[src/rtl/sarlock_key_pkg.sv]
// Shared types and helpers for the SARLock key loader: FSM state encoding,
// default frame geometry and the checksum fold used to verify a staged key.
package sarlock_key_pkg;

   typedef enum logic [2:0] {
      IDLE    = 3'd0,
      SHIFT   = 3'd1,
      CHECK   = 3'd2,
      ERROR   = 3'd3,
      ARMED   = 3'd4,
      LOCKOUT = 3'd5
   } state_e;

   // Default geometry matching a 32-keyinput locked netlist with an 8-bit checksum.
   localparam int unsigned KEY_W_DFLT = 32;
   localparam int unsigned CHK_W_DFLT = 8;
   localparam int unsigned FRAME      = KEY_W_DFLT + CHK_W_DFLT;

   // Upper bounds the fold helper can handle; the loader checks its parameters against them.
   localparam int unsigned FOLD_KEY_MAX = 256;
   localparam int unsigned FOLD_CHK_MAX = 64;
   localparam int unsigned FOLD_KEY_IW  = $clog2(FOLD_KEY_MAX);
   localparam int unsigned FOLD_CHK_IW  = $clog2(FOLD_CHK_MAX);

   // XOR-fold of the low key_w bits of key into chk_w-bit chunks. Key bit i lands on
   // checksum bit (i mod chk_w), which is the same as XOR-ing the aligned chunks together.
   // Result bits at or above chk_w are always zero.
   function automatic logic [FOLD_CHK_MAX-1:0] chk_fold(
      input logic [FOLD_KEY_MAX-1:0] key,
      input int unsigned             key_w,
      input int unsigned             chk_w
   );
      logic [FOLD_CHK_MAX-1:0] acc;
      logic [FOLD_CHK_IW-1:0]  cidx;
      logic [FOLD_KEY_IW-1:0]  kidx;
      acc = '0;
      for (int unsigned i = 0; i < FOLD_KEY_MAX; i++) begin
         if (i < key_w) begin
            cidx      = FOLD_CHK_IW'(i % chk_w);
            kidx      = FOLD_KEY_IW'(i);
            acc[cidx] = acc[cidx] ^ key[kidx];
         end
      end
      return acc;
   endfunction

endpackage

[src/rtl/sarlock_key_loader.sv]
// Bit-serial key loader for a SARLock-locked netlist. A frame (key MSB-first, then
// checksum MSB-first) is staged, length- and checksum-verified, and only then copied
// into the dedicated key_out register. Repeated bad frames latch a permanent lockout.
module sarlock_key_loader
   import sarlock_key_pkg::*;
#(
   parameter int unsigned KEY_W     = 32,
   parameter int unsigned CHK_W     = 8,
   parameter int unsigned MAX_TRIES = 3
) (
   input  logic             clk,
   input  logic             rst,
   input  logic             s_valid,
   input  logic             s_data,
   input  logic             s_last,
   output logic             s_ready,
   input  logic             clear_req,
   output logic [KEY_W-1:0] key_out,
   output logic             key_valid,
   output logic             load_err,
   output logic             lockout
);

   localparam int unsigned FRAME_W = KEY_W + CHK_W;
   localparam int unsigned CNT_W   = $clog2(FRAME_W + 1);
   localparam int unsigned FC_W    = $clog2(MAX_TRIES + 1);

   localparam logic [CNT_W-1:0] CNT_ONE   = CNT_W'(1);
   localparam logic [CNT_W-1:0] CNT_FRAME = CNT_W'(FRAME_W);
   localparam logic [FC_W-1:0]  FC_ONE    = FC_W'(1);
   localparam logic [FC_W-1:0]  FC_MAX    = FC_W'(MAX_TRIES);

   // Reject geometries the loader cannot verify correctly.
   if ((CHK_W == 0) || (KEY_W % CHK_W != 0)) begin : g_bad_ratio
      $error("sarlock_key_loader: KEY_W must be a non-zero multiple of CHK_W");
   end
   if (MAX_TRIES < 1) begin : g_bad_tries
      $error("sarlock_key_loader: MAX_TRIES must be at least 1");
   end
   if ((KEY_W > FOLD_KEY_MAX) || (CHK_W > FOLD_CHK_MAX)) begin : g_bad_fold
      $error("sarlock_key_loader: key or checksum wider than chk_fold supports");
   end

   state_e             state_q, state_d;
   logic [FRAME_W-1:0] stage_q, stage_d;
   logic [CNT_W-1:0]   cnt_q,   cnt_d;
   logic [FC_W-1:0]    fail_q,  fail_d;
   logic [KEY_W-1:0]   key_q,   key_d;
   logic               kv_q,    kv_d;

   logic [FRAME_W-1:0]      stage_shift_s;
   logic [CNT_W-1:0]        cnt_inc_s;
   logic [FC_W-1:0]         fail_inc_s;
   logic [FOLD_KEY_MAX-1:0] fold_in_s;
   logic [FOLD_CHK_MAX-1:0] fold_exp_s;
   logic [FOLD_CHK_MAX-1:0] staged_chk_s;
   logic                    chk_ok_s;

   // Handshake and status outputs come straight from registered state.
   assign s_ready   = (state_q == IDLE) || (state_q == SHIFT);
   assign load_err  = (state_q == ERROR);
   assign lockout   = (state_q == LOCKOUT);
   assign key_out   = key_q;
   assign key_valid = kv_q;

   assign stage_shift_s = {stage_q[FRAME_W-2:0], s_data};
   assign cnt_inc_s     = cnt_q + CNT_ONE;
   assign fail_inc_s    = (fail_q < FC_MAX) ? (fail_q + FC_ONE) : fail_q;

   // Checksum verification of the staged frame; only consulted while in CHECK.
   always_comb begin
      fold_in_s                 = '0;
      fold_in_s[KEY_W-1:0]      = stage_q[FRAME_W-1:CHK_W];
      staged_chk_s              = '0;
      staged_chk_s[CHK_W-1:0]   = stage_q[CHK_W-1:0];
      fold_exp_s                = chk_fold(fold_in_s, KEY_W, CHK_W);
      chk_ok_s                  = (fold_exp_s == staged_chk_s);
   end

   // Next-state logic: frame staging, length/checksum verdicts, key release and lockout.
   always_comb begin
      state_d = state_q;
      stage_d = stage_q;
      cnt_d   = cnt_q;
      fail_d  = fail_q;
      key_d   = key_q;
      kv_d    = kv_q;
      case (state_q)
         IDLE: begin
            if (s_valid) begin
               stage_d = stage_shift_s;
               cnt_d   = CNT_ONE;
               if (s_last) begin
                  state_d = ERROR;          // single-bit frame is always too short
               end else begin
                  state_d = SHIFT;
               end
            end else begin
               state_d = IDLE;
            end
         end
         SHIFT: begin
            if (s_valid) begin
               stage_d = stage_shift_s;
               cnt_d   = cnt_inc_s;
               if (s_last) begin
                  if (cnt_inc_s == CNT_FRAME) begin
                     state_d = CHECK;
                  end else begin
                     state_d = ERROR;       // frame ended early
                  end
               end else if (cnt_inc_s == CNT_FRAME) begin
                  state_d = ERROR;          // full frame without end marker
               end else begin
                  state_d = SHIFT;
               end
            end else begin
               state_d = SHIFT;             // stall, no timeout
            end
         end
         CHECK: begin
            if (chk_ok_s) begin
               state_d = ARMED;
               key_d   = stage_q[FRAME_W-1:CHK_W];
               kv_d    = 1'b1;
            end else begin
               state_d = ERROR;
            end
         end
         ERROR: begin
            stage_d = '0;
            cnt_d   = '0;
            fail_d  = fail_inc_s;
            if (fail_inc_s == FC_MAX) begin
               state_d = LOCKOUT;
            end else begin
               state_d = IDLE;
            end
         end
         ARMED: begin
            fail_d = '0;
            if (clear_req) begin
               state_d = IDLE;
               stage_d = '0;
               cnt_d   = '0;
               key_d   = '0;
               kv_d    = 1'b0;
            end else begin
               state_d = ARMED;
            end
         end
         LOCKOUT: begin
            state_d = LOCKOUT;
            stage_d = '0;
            cnt_d   = '0;
            key_d   = '0;
            kv_d    = 1'b0;
         end
         default: begin
            state_d = IDLE;
            stage_d = '0;
            cnt_d   = '0;
            fail_d  = '0;
            key_d   = '0;
            kv_d    = 1'b0;
         end
      endcase
   end

   // State registers; reset zeroizes the key and staging immediately.
   always_ff @(posedge clk or posedge rst) begin
      if (rst) begin
         state_q <= IDLE;
         stage_q <= '0;
         cnt_q   <= '0;
         fail_q  <= '0;
         key_q   <= '0;
         kv_q    <= 1'b0;
      end else begin
         state_q <= state_d;
         stage_q <= stage_d;
         cnt_q   <= cnt_d;
         fail_q  <= fail_d;
         key_q   <= key_d;
         kv_q    <= kv_d;
      end
   end

endmodule
[config.mk]
export PLATFORM = sky130hd
export DESIGN_NAME = sarlock_key_loader
export DESIGN_NICKNAME = d
export VERILOG_FILES = /design/src/rtl/sarlock_key_pkg.sv /design/src/rtl/sarlock_key_loader.sv
export SDC_FILE = /design/constraint.sdc
export NUM_CORES = 1
export LEC_CHECK = 0
export ABC_CLOCK_PERIOD_IN_PS = 2400
export CAP_MARGIN = 20
export CELL_PAD_IN_SITES_DETAIL_PLACEMENT = 1
export CELL_PAD_IN_SITES_GLOBAL_PLACEMENT = 2
export CORE_ASPECT_RATIO = 1.4
export CORE_MARGIN = 4
export CORE_UTILIZATION = 36
export CTS_CLUSTER_SIZE = 40
export DETAILED_ROUTE_END_ITERATION = 16
export DONT_BUFFER_PORTS = 1
export PLACE_DENSITY_LB_ADDON = 0.1
export SLEW_MARGIN = 5
export SYNTH_ARGS = -nofsm -noshare
export SYNTH_HDL_FRONTEND = slang
export SYNTH_SLANG_ARGS = --single-unit
[constraint.sdc]
create_clock -name clk -period 2.4 [get_ports clk]
set_clock_uncertainty 0.1 [all_clocks]
set_input_delay 0.24 -clock clk [delete_from_list [all_inputs] [get_ports clk]]
set_output_delay 0.24 -clock clk [all_outputs]
set_load 0.005 [all_outputs]
# == After elaboration in Yosys (flattened, before gate mapping) ==
# Index checks and enable logic that the tools add are counted.
# classes
muxes,25
n_bitwise,26
multipliers,0
eq_ne,13
n_div,0
order_cmp,1
n_shift,0
n_addsub,2
n_reduce_logical,8
# ops
op,n
$pmux W40 S3,1
$pmux W32 S3,1
$mux W40,2
$mux W32,2
$pmux W6 S4,1
$xor A1 B1 Y1,24
$mux W3,6
$mux W6,3
$pmux W3 S6,1
$eq A8 B8 Y1,1
$ne A2 B2 Y1 const B,4
$add A6 B1 Y6 const B,1
$eq A3 B2 Y1 const B,2
$eq A3 B3 Y1 const B,2
$eq A6 B6 Y1 const B,1
$mux W2,3
$reduce_and A3 Y1,2
$pmux W2 S2,1
$reduce_and A4 Y1,1
$reduce_or A4 Y1,1
$eq A3 B1 Y1 const B,1
$logic_not A3 Y1,1
$mux W1,3
$pmux W1 S3,1
8 further kinds,9
# totals
elab_cells,81
n_memories,0
latchBits,0
mem_bits_rw,0
reg_bits,84
out_inout_bits,36
rom_bits,0

# == Depth between registers and ports, before layout ==
# Gate-level depths: netlist (run 1).
# logic_depth
word_depth,6
mapped_depth,8
depth_no_buf,5

# == Worst setup path after synthesis (run 1) ==
# OpenSTA, ideal clock, no wires.
# synth_path
path_kind,register to register
startpoint,register stage_q[8]
endpoint,"register key_q[0], in the netlist key_out[0]"
slack_ps,263
t_required_ps,2174
setup_ps,126
arrival_ps,1910
stages_incl_launch_ff,7
cell_sequence,dfrtp_1 xnor3_1 xnor2_1 nor4_4 clkbuf_1 a21oi_1 a221o_1
# synth_via
elab_chain_len,6
# synth_rtl
element,line_no,rtl
start: declaration,sarlock_key_loader.sv:45,"logic [FRAME_W-1:0] stage_q, stage_d;"
start signal: assignment,sarlock_key_loader.sv:181,stage_q <= stage_d;
$xor A1 B1 Y1 (3 in a row),sarlock_key_pkg.sv:41,acc[cidx] = acc[cidx] ^ key[kidx];
$eq A8 B8 Y1,sarlock_key_loader.sv:77,chk_ok_s = (fold_exp_s == staged_chk_s);
$ne A2 B2 Y1 (no line),--,
$reduce_and A3 Y1 (no line),--,
end signal: assignment,sarlock_key_loader.sv:184,key_q <= key_d;
end: declaration,sarlock_key_loader.sv:48,"logic [KEY_W-1:0] key_q, key_d;"
# Parallel ways exist; a longest one is shown, timed or not. The select of a mux whose other input is x is not followed.
# A chain may end at the register's enable or synchronous reset.

# == Final worst setup path (run 1) ==
# layout_path
startpoint,register stage_q[36]
endpoint,"register key_q[10], in the netlist key_out[10]"
# layout_via
elab_chain_len,4
# layout_rtl
element,line_no
$xor A1 B1 Y1,sarlock_key_pkg.sv:41
$eq A8 B8 Y1,sarlock_key_loader.sv:77
$ne A2 B2 Y1 (no line),--
$reduce_and A3 Y1 (no line),--
# Every way passes these cells.

==> results of run 1 <==
==> synthesized netlist by cell type (all sizes together), types with 3 or more instances <==
cell type / number / share of area [%]
clkbuf: 25 / 2.3
inv: 4 / 0.37
xnor2: 8 / 1.7
buf: 8 / 1.6
and2: 3 / 0.46
dfrtp: 84 / 51
o31ai: 3 / 0.55
xnor3: 8 / 4.4
nor2: 5 / 0.46
nand3: 4 / 0.49
xor2: 10 / 2.1
o21ai: 48 / 5.9
nand2: 122 / 11
a221o: 32 / 7.8
a21oi: 38 / 4.6
==> path summary, 6_finish.rpt <==
check                         endpoint         from  cells after the start
min in group asynchronous   key_out[7]          rst                      3
max in group asynchronous   stage_q[2]          rst                      3
min                         stage_q[0]       s_data                      2
min reg2reg                   cnt_q[5]     cnt_q[5]                      1
max reg2reg                key_out[10]  stage_q[36]                      6
max                        key_out[10]  stage_q[36]                      6
==> routing by layer <==
metal  global-route usage (%)  wire, um  vias to the layer above  part of all wire (%)
met1                     22.7      5040                     1637                    43
met3                     4.16       355                        4                   3.1
met5                        0         0                        -                     0
li1                         -         -                     1486                     -
met2                     32.0      6150                       40                    53
met4                     4.39        78                        0                  0.67
==> per-stage QoR <==
stage          power [uW]  std cells
6_report             5010        573
5_1_grt              5320        573
4_1_cts              5040        573
3_5_place_dp         3660        554
3_3_place_gp         3610        554
2_1_floorplan        2970        423
==> cell type report <==
cell class,count,area [sq um]
clock buffer,14,244
timing repair buffer,26,248
multi-input combinational,302,1840
inverter,4,18.8
tap,141,176
fill,1255,6320
sequential,84,2100
clock inverter,2,35.0
==> power groups by stage <==
stage	Combinational (uW)	Sequential, uW	Clock (uW)
6_report	2010	1640	1350
5_1_grt	2190	1660	1460
4_1_cts	2000	1640	1390
3_5_place_dp	1990	1670	0
3_3_place_gp	1950	1660	0
2_1_floorplan	1340	1630	0
==> flip-flops by register name, indices dropped and copies added, names as in the netlist <==
name / count
key_out: 32
stage_q: 40
cnt_q: 6
fail_q: 2
key_valid: 1
state_q: 3
==> cell families after synthesis <==
kind of cell / Yosys count / synth area share [%]
AO/OA/AOI/OAI: 130 / 20.6
XOR/XNOR: 26 / 8.25
adder cells (fa/ha/maj): 1 / 0.306
buffers and inverters: 37 / 4.25
flip-flops: 84 / 51.3
multiplexers: 1 / 0.245
AND/OR/NAND/NOR: 144 / 15.0
==> critical path, delay by kind of cell, from the launching register on <==
kind	cells	cell delay (ns)
simple gates	2	0.34
compound gates	1	0.36
flops	1	0.43
xor+xnor	2	0.74
buf+inv	1	0.17
==> what timing repair did <==
item / in CTS / in global routing
endpoints found under the hold margin: 86 / 0
gates resized for setup: 0 / 3
hold buffers: 3 / 0
endpoints found under the setup margin: 0 / 19
==> impl_summary.log, run 1 <==
[metrics] run status: complete, no violations
[metrics] pin slew with the least headroom to its limit: 0.490 ns
[metrics] number of enable flip-flop cells after synthesis: 0
[metrics] Ant. Diodes: 0
[metrics] power per unit of standard cell area: 1070 nW/um^2
[metrics] area after detailed placement: 4350 sq um
[metrics] cell row count: 45
[metrics] Seq cells post-synth: 84
[metrics] sink count of the clock tree: 84
[metrics] number of antenna violations at the first check in global routing: 0
[metrics] clock slew seen by the registers of the worst setup and hold paths: 0.06 ns
[metrics] delay of the slowest critical-path stage: 0.44 ns
[metrics] CTS max path bufs: 2
[metrics] count of routing violations after the opening detailed-route iteration: 139
[metrics] Leak: 0.00205 uW
[metrics] HP Class: in -> reg
[metrics] number of placed I/O pins: 42
[metrics] sequential power share: 32.8%
[metrics] drt total wl: 11600 um
[metrics] top flip-flop cell by instance count after synthesis: sky130_fd_sc_hd__dfrtp_1
[metrics] # nets final: 434
[metrics] maximum VDD drop: 0.509 mV
[metrics] number of buffers added by the clock tree synthesis step: 9
[metrics] CTS tree: done
[metrics] synthesized netlist cell count: 423
[metrics] remaining global-route overflow: 0
[metrics] wire length of the first global-routing pass: 19000 um
[metrics] post-synthesis instance area: 4090 sq um
[metrics] kind of end point of the critical path: flip-flop
[metrics] cell chain of the critical path: xnor3_1, xnor2_1, nor4_4, and3_2, buf_12, a221o_1
[metrics] chip height: 134 um
[metrics] Starting Density: 37.3%
[metrics] DPL Wire Length: 7540 um
[metrics] DRC errors left: 0
[metrics] Peak Freq: 0.441 GHz
[metrics] switching part of the total power: 40.8%
[metrics] critical path arrival: 2.38 ns
[metrics] count of final max-slew check failures: 0
[metrics] Unique masters post-synth: 35
[metrics] asr flop ratio synth: 100%
[metrics] die footprint: 13200 sq um
[metrics] critical path required time: 2.52 ns
[metrics] Synth-to-Final Area Change: 13.9%
[metrics] count of final setup violators: 0
[metrics] pin count of the biggest net entering global routing: 88
[metrics] number of global-route vias before repair: 3389
[metrics] detailed-router iteration count before antenna repair: 4
[metrics] H-tree lvl count: 3
[metrics] final hold viol count: 0
[metrics] critical path's slowest cell: sky130_fd_sc_hd__xnor3_1
[metrics] overall global routing resource usage: 18.3%
[metrics] Internal Dissipation: 2960 uW
[metrics] clock network latency to the later pin of the worst-skew pair: 0.33 ns
[metrics] headroom to the max-slew limit: 67.3%
[metrics] number of routed nets with antenna violations: 0
[metrics] commonest cells after routing, fill and taps aside: sky130_fd_sc_hd__nand2_1, sky130_fd_sc_hd__dfrtp_1, sky130_fd_sc_hd__o21ai_0
[metrics] Core ar.: 11000 sq um
[metrics] Setup Buffers After CTS: 0
[metrics] Switch Pwr: 2040 uW
[metrics] final design utilization: 42.5%
[metrics] post-route design area: 4660 sq um
[metrics] share of total power in the clock network: 27.0%
[metrics] part of the power in combinational logic: 40.2%
[metrics] Synth warnings: 0
[metrics] clock period minus worst slack: 2.27 ns
[metrics] max-cap viol count: 0
[metrics] Worst Hold Slack: 0.0465 ns
[metrics] maximum fanout along the worst path: 26
[metrics] post-synth net total: 430
[metrics] syn avg cell area: 9.68 sq um
[metrics] RSZ-0062 raised after global routing: false
[metrics] Die Width: 98.1 um
[metrics] post-route worst setup slack: 0.134 ns
[metrics] Port-buffer cells: 0
[metrics] share of layout cells above drive strength 1: 9.49%
[metrics] CP startpoint kind: flip-flop
[metrics] fraction of the cycle the final worst path needs: 94.4%
[metrics] Total Negative Setup Slacks: 0 ns
[metrics] via-per-instance ratio: 5.53
[metrics] most frequent standard cell in the layout excluding fill and tap cells: sky130_fd_sc_hd__nand2_1
[metrics] RePlAce Congestion: 0.735
[metrics] Placement Setup Slack: 0.0680 ns
[metrics] sequential share of the synthesized area: 51.3%
[metrics] Root Buffer: sky130_fd_sc_hd__clkbuf_16
[metrics] post-DR wirelength/cell: 20.3 um
[metrics] slack of the worst reg-to-reg path: 0.13 ns
[metrics] total via count after detailed routing: 3167
[metrics] Crit Path Category: reg -> reg
(Power assumes the default switching activity.)
==> run 2, diff against run 1 <==
==> constraint.sdc (replaced) <==
create_clock -name clk -period 2.4 [get_ports clk]
set_clock_uncertainty 0.1 [all_clocks]
set_input_delay 0.36 -clock clk [delete_from_list [all_inputs] [get_ports clk]]
set_output_delay 0.36 -clock clk [all_outputs]
set_load 0.005 [all_outputs]
==> run 2 against run 1 <==
Flip-flop and latch count did not move. Sequential power barely moved. Critical path depth did not move. Combinational power barely moved. Global-route usage fell by 0.22 points. Cell count fell by 0.52%. Sequential share of layout area rose by 0.37 points. Critical endpoint is now key_out[24]. Largest cell class unchanged.
==> impl_summary.log, run 2 (synthesized netlist as in run 1, its figures left out) <==
[metrics] power per unit of standard cell area: 1060 nW/um^2 (-1.1%)
[metrics] fraction of the cycle the final worst path needs: 93.4% (-1.0 points)
[metrics] count of final setup violators: 0 (unchanged)
[metrics] remaining global-route overflow: 0 (unchanged)
[metrics] Die Width: 98.1 um (unchanged)
[metrics] Largest Register: stage_q
[metrics] post-DR wirelength/cell: 19.9 um (-1.8%)
[metrics] run status: complete, no violations
[metrics] pin count of the biggest net entering global routing: 88 (unchanged)
[metrics] final hold viol count: 0 (unchanged)
[metrics] area of combinational cells with multiple inputs: 1840 sq um (about the same)
[metrics] clock period minus worst slack: 2.24 ns (-0.0251 ns)
[metrics] HP Class: in -> reg
[metrics] filler instances: 1284 (+2.3%)
[metrics] Crit Path Category: reg -> reg
[metrics] most frequent standard cell in the layout excluding fill and tap cells: sky130_fd_sc_hd__nand2_1
[metrics] RePlAce Congestion: 0.730 (-0.61%)
[metrics] commonest cells after routing, fill and taps aside: sky130_fd_sc_hd__nand2_1, sky130_fd_sc_hd__dfrtp_1, sky130_fd_sc_hd__o21ai_0
[metrics] RSZ-0062 raised after global routing: false
[metrics] kind of end point of the critical path: flip-flop
[metrics] maximum fanout along the worst path: 26 (unchanged)
[metrics] Setup Buffers After CTS: 0 (unchanged)
[metrics] # nets final: 431 (-0.69%)
[metrics] overall global routing resource usage: 18.0% (-0.22 points)
[metrics] share of layout cells above drive strength 1: 10.0% (+0.53 points)
[metrics] via-per-instance ratio: 5.51 (-0.30%)
[metrics] clock slew seen by the registers of the worst setup and hold paths: 0.06 ns (about the same)
[metrics] maximum VDD drop: 0.571 mV (+12%)
[metrics] delay of the slowest critical-path stage: 0.45 ns (about the same)
[metrics] die footprint: 13200 sq um (unchanged)
[metrics] Starting Density: 37.3% (unchanged)
[metrics] DRC errors left: 0 (unchanged)
[metrics] Port-buffer cells: 0 (unchanged)
[metrics] critical path arrival: 2.36 ns (-0.02 ns)
[metrics] drt total wl: 11400 um (-2.3%)
[metrics] number of global-route vias before repair: 3331 (-1.7%)
[metrics] headroom to the max-slew limit: 65.7% (-1.6 points)
[metrics] critical path's slowest cell: sky130_fd_sc_hd__xnor3_1
[metrics] flip-flop count of the largest register after layout: 40 (unchanged)
[metrics] count of final max-slew check failures: 0 (unchanged)
[metrics] number of placed I/O pins: 42 (unchanged)
[metrics] sink count of the clock tree: 84 (unchanged)
[metrics] detailed-router iteration count before antenna repair: 4 (unchanged)
[metrics] chip height: 134 um (unchanged)
[metrics] cell row count: 45 (unchanged)
[metrics] pin slew with the least headroom to its limit: 0.514 ns (+0.0241 ns)
[metrics] CTS tree: done
[metrics] Root Buffer: sky130_fd_sc_hd__clkbuf_16
[metrics] wire length of the first global-routing pass: 18600 um (-2.1%)
[metrics] count of routing violations after the opening detailed-route iteration: 119 (-14%)
[metrics] Peak Freq: 0.446 GHz (+1.1%)
[metrics] critical path required time: 2.52 ns (about the same)
[metrics] total via count after detailed routing: 3141 (-0.82%)
[metrics] FF+latch area: 2100 sq um (unchanged)
[metrics] number of routed nets with antenna violations: 0 (unchanged)
[metrics] H-tree lvl count: 3 (unchanged)
[metrics] clock network latency to the later pin of the worst-skew pair: 0.34 ns (about the same)
[metrics] Leak: 0.00203 uW (-0.63%)
[metrics] cell chain of the critical path: xnor3_1, xnor2_1, nor4_4, and3_1, buf_12, a221o_1
[metrics] max-cap viol count: 0 (unchanged)
[metrics] DPL Wire Length: 7520 um (-0.25%)
[metrics] Ant. Diodes: 0 (unchanged)
[metrics] CTS max path bufs: 2 (unchanged)
[metrics] Synth-to-Final Area Change: 13.0%
[metrics] Core ar.: 11000 sq um (unchanged)
[metrics] number of buffers added by the clock tree synthesis step: 9 (unchanged)
[metrics] final design utilization: 42.1% (-0.34 points)
[metrics] CP startpoint kind: flip-flop
[metrics] Total Negative Setup Slacks: 0 ns (unchanged)
[metrics] number of antenna violations at the first check in global routing: 0 (unchanged)
-- run 2: path summary, 6_finish.rpt --
kind                              from          end  slack (ns)  cells past startpoint
setup / recovery           stage_q[39]  key_out[24]        0.16                      6
hold / removal                 s_valid   state_q[1]        0.09                      2
setup reg to reg           stage_q[39]  key_out[24]        0.16                      6
hold reg to reg               cnt_q[5]     cnt_q[5]        0.38                      1
max in group asynchronous          rst  stage_q[36]        1.31                      3
min in group asynchronous          rst   key_out[6]        0.53                      3
-- run 2: area by class of cell --
class / instances / area share, %
clock inverter: 5 / 0.595
tap: 141 / 3.81
clock buffer: 11 / 5.25
sequential: 84 / 45.4
timing repair buffer: 23 / 4.76
inverter: 4 / 0.406
multi-input combinational: 302 / 39.7
-- run 2: through the flow --
step                      power, uW  setup slack [ns]  hold slack [ns]  instance area, sq um  instances
after detailed placement       3670            0.0934            0.310                  4340        553
after global routing           5250            0.0291           0.0953                  4630        570
after floorplan                2970             0.263            0.347                  4100        423
final                          4910             0.160           0.0943                  4630        570
after CTS                      4970            0.0742           0.0766                  4620        570
after global placement         3600             0.142            0.307                  4340        553
-- run 2: routing by layer --
layer  vias to the layer above  routed length [um]  global-route usage, %
li1                       1484                   -                      -
met5                         -                   0                      0
met4                         0                 116                   4.62
met3                         9                 362                   3.75
met1                      1610                4790                   21.7
met2                        38                6090                   32.7
-- run 2: where the power goes --
group | internal [uW] | leakage, uW | switching (uW)
Combinational | 614 | 0.000739 | 1390
Sequential | 1530 | 0.00116 | 102
Clock | 722 | 0.000135 | 558
-- run 2: critical path, delay by kind of cell (launching register included) --
kind / cells / cell delay [ns]
flops: 1 / 0.39
buf+inv: 1 / 0.18
xor+xnor: 2 / 0.73
compound gates: 1 / 0.36
simple gates: 2 / 0.35
-- run 2: what timing repair did --
item	4_1_cts	5_1_grt
hold buffers	1	0
endpoints found under the setup margin	0	13
endpoints found under the hold margin	84	0
resized for setup	0	2
==> run 3, diff against run 2 <==
--- a/config.mk
+++ b/config.mk
@@ -16,6 +16,7 @@
 export DETAILED_ROUTE_END_ITERATION = 16
 export DONT_BUFFER_PORTS = 1
 export PLACE_DENSITY_LB_ADDON = 0.1
+export RECOVER_POWER = 25
 export SLEW_MARGIN = 5
 export SYNTH_ARGS = -nofsm -noshare
 export SYNTH_HDL_FRONTEND = slang
==> run 3 against run 2 <==
Global-route usage stayed put. Flip-flop and latch count stayed put. Maximum frequency hardly changed. Power is 0.16% lower. Clock power hardly changed. Combinational power hardly changed. Hold slack worse by 0.0032 ns. Utilization is 0.11 points lower.
==> impl_summary.log, run 3 (synthesized netlist as in run 1, its figures left out) <==
[metrics] max-cap viol count: 0 (unchanged)
[metrics] H-tree lvl count: 3 (unchanged)
[metrics] clock period minus worst slack: 2.24 ns (+0.000178 ns)
[metrics] total via count after detailed routing: 3141 (unchanged)
[metrics] Starting Density: 37.3% (unchanged)
[metrics] chip height: 134 um (unchanged)
[metrics] Synth-to-Final Area Change: 12.7%
[metrics] post-DR wirelength/cell: 20.0 um (+0.17%)
[metrics] headroom to the max-slew limit: 22.2% (-44 points)
[metrics] commonest cells after routing, fill and taps aside: sky130_fd_sc_hd__nand2_1, sky130_fd_sc_hd__dfrtp_1, sky130_fd_sc_hd__o21ai_0
[metrics] pin count of the biggest net entering global routing: 88 (unchanged)
[metrics] critical path required time: 2.52 ns (about the same)
[metrics] number of routed nets with antenna violations: 0 (unchanged)
[metrics] CP startpoint kind: flip-flop
[metrics] cell chain of the critical path: xnor3_1, xnor2_1, nor4_4, and3_1, buf_12, a221o_1
[metrics] Root Buffer: sky130_fd_sc_hd__clkbuf_16
[metrics] Crit Path Category: reg -> reg
[metrics] maximum VDD drop: 0.570 mV (-0.26%)
[metrics] sink count of the clock tree: 84 (unchanged)
[metrics] clock network latency to the later pin of the worst-skew pair: 0.34 ns (about the same)
[metrics] maximum fanout along the worst path: 26 (unchanged)
[metrics] run status: complete, no violations
[metrics] post-route worst setup slack: 0.159 ns (-0.000178 ns)
[metrics] clock slew seen by the registers of the worst setup and hold paths: 0.06 ns (about the same)
[metrics] drt total wl: 11400 um (+0.17%)
[metrics] final design utilization: 42.0% (-0.11 points)
[metrics] number of buffers added by the clock tree synthesis step: 9 (unchanged)
[metrics] Placement Setup Slack: 0.0934 ns (unchanged)
[metrics] RePlAce Congestion: 0.730 (unchanged)
[metrics] pin slew with the least headroom to its limit: 1.17 ns (+0.654 ns)
[metrics] # nets final: 431 (unchanged)
[metrics] count of cell instances traversed by the critical path: 6 (unchanged)
[metrics] final hold viol count: 0 (unchanged)
[metrics] Die Width: 98.1 um (unchanged)
[metrics] Core ar.: 11000 sq um (unchanged)
[metrics] Worst Reg2Reg Path Length in Cells: 6 (unchanged)
[metrics] Worst Hold Slack: 0.0912 ns (-0.00316 ns)
[metrics] fraction of the cycle the final worst path needs: 93.4% (about the same)
[metrics] RSZ-0062 raised after global routing: false
[metrics] met2 Use GR: 32.7% (unchanged)
[metrics] Setup Buffers After CTS: 0 (unchanged)
[metrics] filler instances: 1286 (+0.16%)
[metrics] number of cells in the finished layout apart from fillers: 570 (unchanged)
[metrics] cell row count: 45 (unchanged)
[metrics] Port-buffer cells: 0 (unchanged)
[metrics] met3 Track Usage GR: 3.75% (unchanged)
[metrics] most frequent standard cell in the layout excluding fill and tap cells: sky130_fd_sc_hd__nand2_1
[metrics] number of placed I/O pins: 42 (unchanged)
[metrics] Total Negative Setup Slacks: 0 ns (unchanged)
[metrics] via-per-instance ratio: 5.51 (unchanged)
[metrics] Top delay family on crit path: XOR/XNOR gates
[metrics] count of final max-slew check failures: 0 (unchanged)
[metrics] CTS tree: done
[metrics] DPL Wire Length: 7520 um (unchanged)
[metrics] detailed-router iteration count before antenna repair: 4 (unchanged)
[metrics] gr busiest metal: met2
[metrics] share of layout cells above drive strength 1: 10.0% (unchanged)
[metrics] critical path arrival: 2.36 ns (about the same)
[metrics] Leak: 0.00203 uW (-0.24%)
[metrics] overall global routing resource usage: 18.0% (unchanged)
[metrics] number of global-route vias before repair: 3331 (unchanged)
[metrics] count of routing violations after the opening detailed-route iteration: 113 (-5.0%)
[metrics] hold path depth: 2 (unchanged)
[metrics] DRC errors left: 0 (unchanged)
[metrics] Peak Freq: 0.446 GHz (about the same)
[metrics] remaining global-route overflow: 0 (unchanged)
[metrics] number of instances in the placed design: 553 (unchanged)
[metrics] HP Class: in -> reg
[metrics] Largest Register: stage_q
[metrics] number of antenna violations at the first check in global routing: 0 (unchanged)
[metrics] kind of end point of the critical path: flip-flop
[metrics] buffering stage count on the worst path with inverters included: 1 (unchanged)
[metrics] wire length of the first global-routing pass: 18600 um (unchanged)
[metrics] met1 routing resource usage after global routing: 21.7% (unchanged)
[metrics] flip-flop count of the largest register after layout: 40 (unchanged)
[metrics] die footprint: 13200 sq um (unchanged)
[metrics] critical path's slowest cell: sky130_fd_sc_hd__xnor3_1
[metrics] delay of the slowest critical-path stage: 0.45 ns (about the same)
[metrics] power per unit of standard cell area: 1060 nW/um^2 (+0.11%)
[metrics] count of final setup violators: 0 (unchanged)
[metrics] CTS max path bufs: 2 (unchanged)
[metrics] Ant. Diodes: 0 (unchanged)
[run 3: cell count changes in the layout (fill, tap and decap cells not counted), sizes merged]
cell    change
buf         -1
clkbuf      +1
[run 3: stage by stage]
step | cell area (sq um) | power [uW]
final | 4610 | 4910
after global routing | 4610 | 5240
after CTS | 4620 | 4970
after detailed placement | 4340 | 3670
after global placement | 4340 | 3600
after floorplan | 4100 | 2970
[run 3: what timing repair did]
item	CTS	global route
endpoints found under the hold margin	84	0
setup endpoints to repair	0	13
gates resized for setup	0	2
hold buffers	1	0
[run 3: layout make-up]
class | instances | area [sq um] | area share (%)
sequential | 84 | 2100 | 45.6
clock inverter | 5 | 27.5 | 0.597
multi-input combinational | 302 | 1840 | 39.8
timing repair buffer | 23 | 208 | 4.50
tap | 141 | 176 | 3.82
clock buffer | 11 | 243 | 5.26
inverter | 4 | 18.8 | 0.407
[run 3: report_power, final]
group	internal, uW	switching, uW	total (uW)
Combinational	611	1380	2000
Sequential	1530	102	1630
Clock	722	555	1280
Total	2870	2040	4910
[run 3: final timing paths]
| check | startpoint | endpoint | slack [ns] |
|---|---|---|---|
| worst max-delay path | stage_q[39] | key_out[24] | 0.16 |
| worst max register to register | stage_q[39] | key_out[24] | 0.16 |
| worst min register to register | cnt_q[5] | cnt_q[5] | 0.38 |
| worst min-delay path | s_valid | state_q[1] | 0.09 |
| max in group asynchronous | rst | stage_q[37] | 0.63 |
| min in group asynchronous | rst | key_out[6] | 0.85 |
[run 3: per-layer routing]
| metal | vias to the layer above | routed length, um |
|---|---|---|
| li1 | 1482 | - |
| met1 | 1607 | 4800 |
| met2 | 43 | 6080 |
| met3 | 9 | 387 |
| met4 | 0 | 112 |
| met5 | - | 0 |
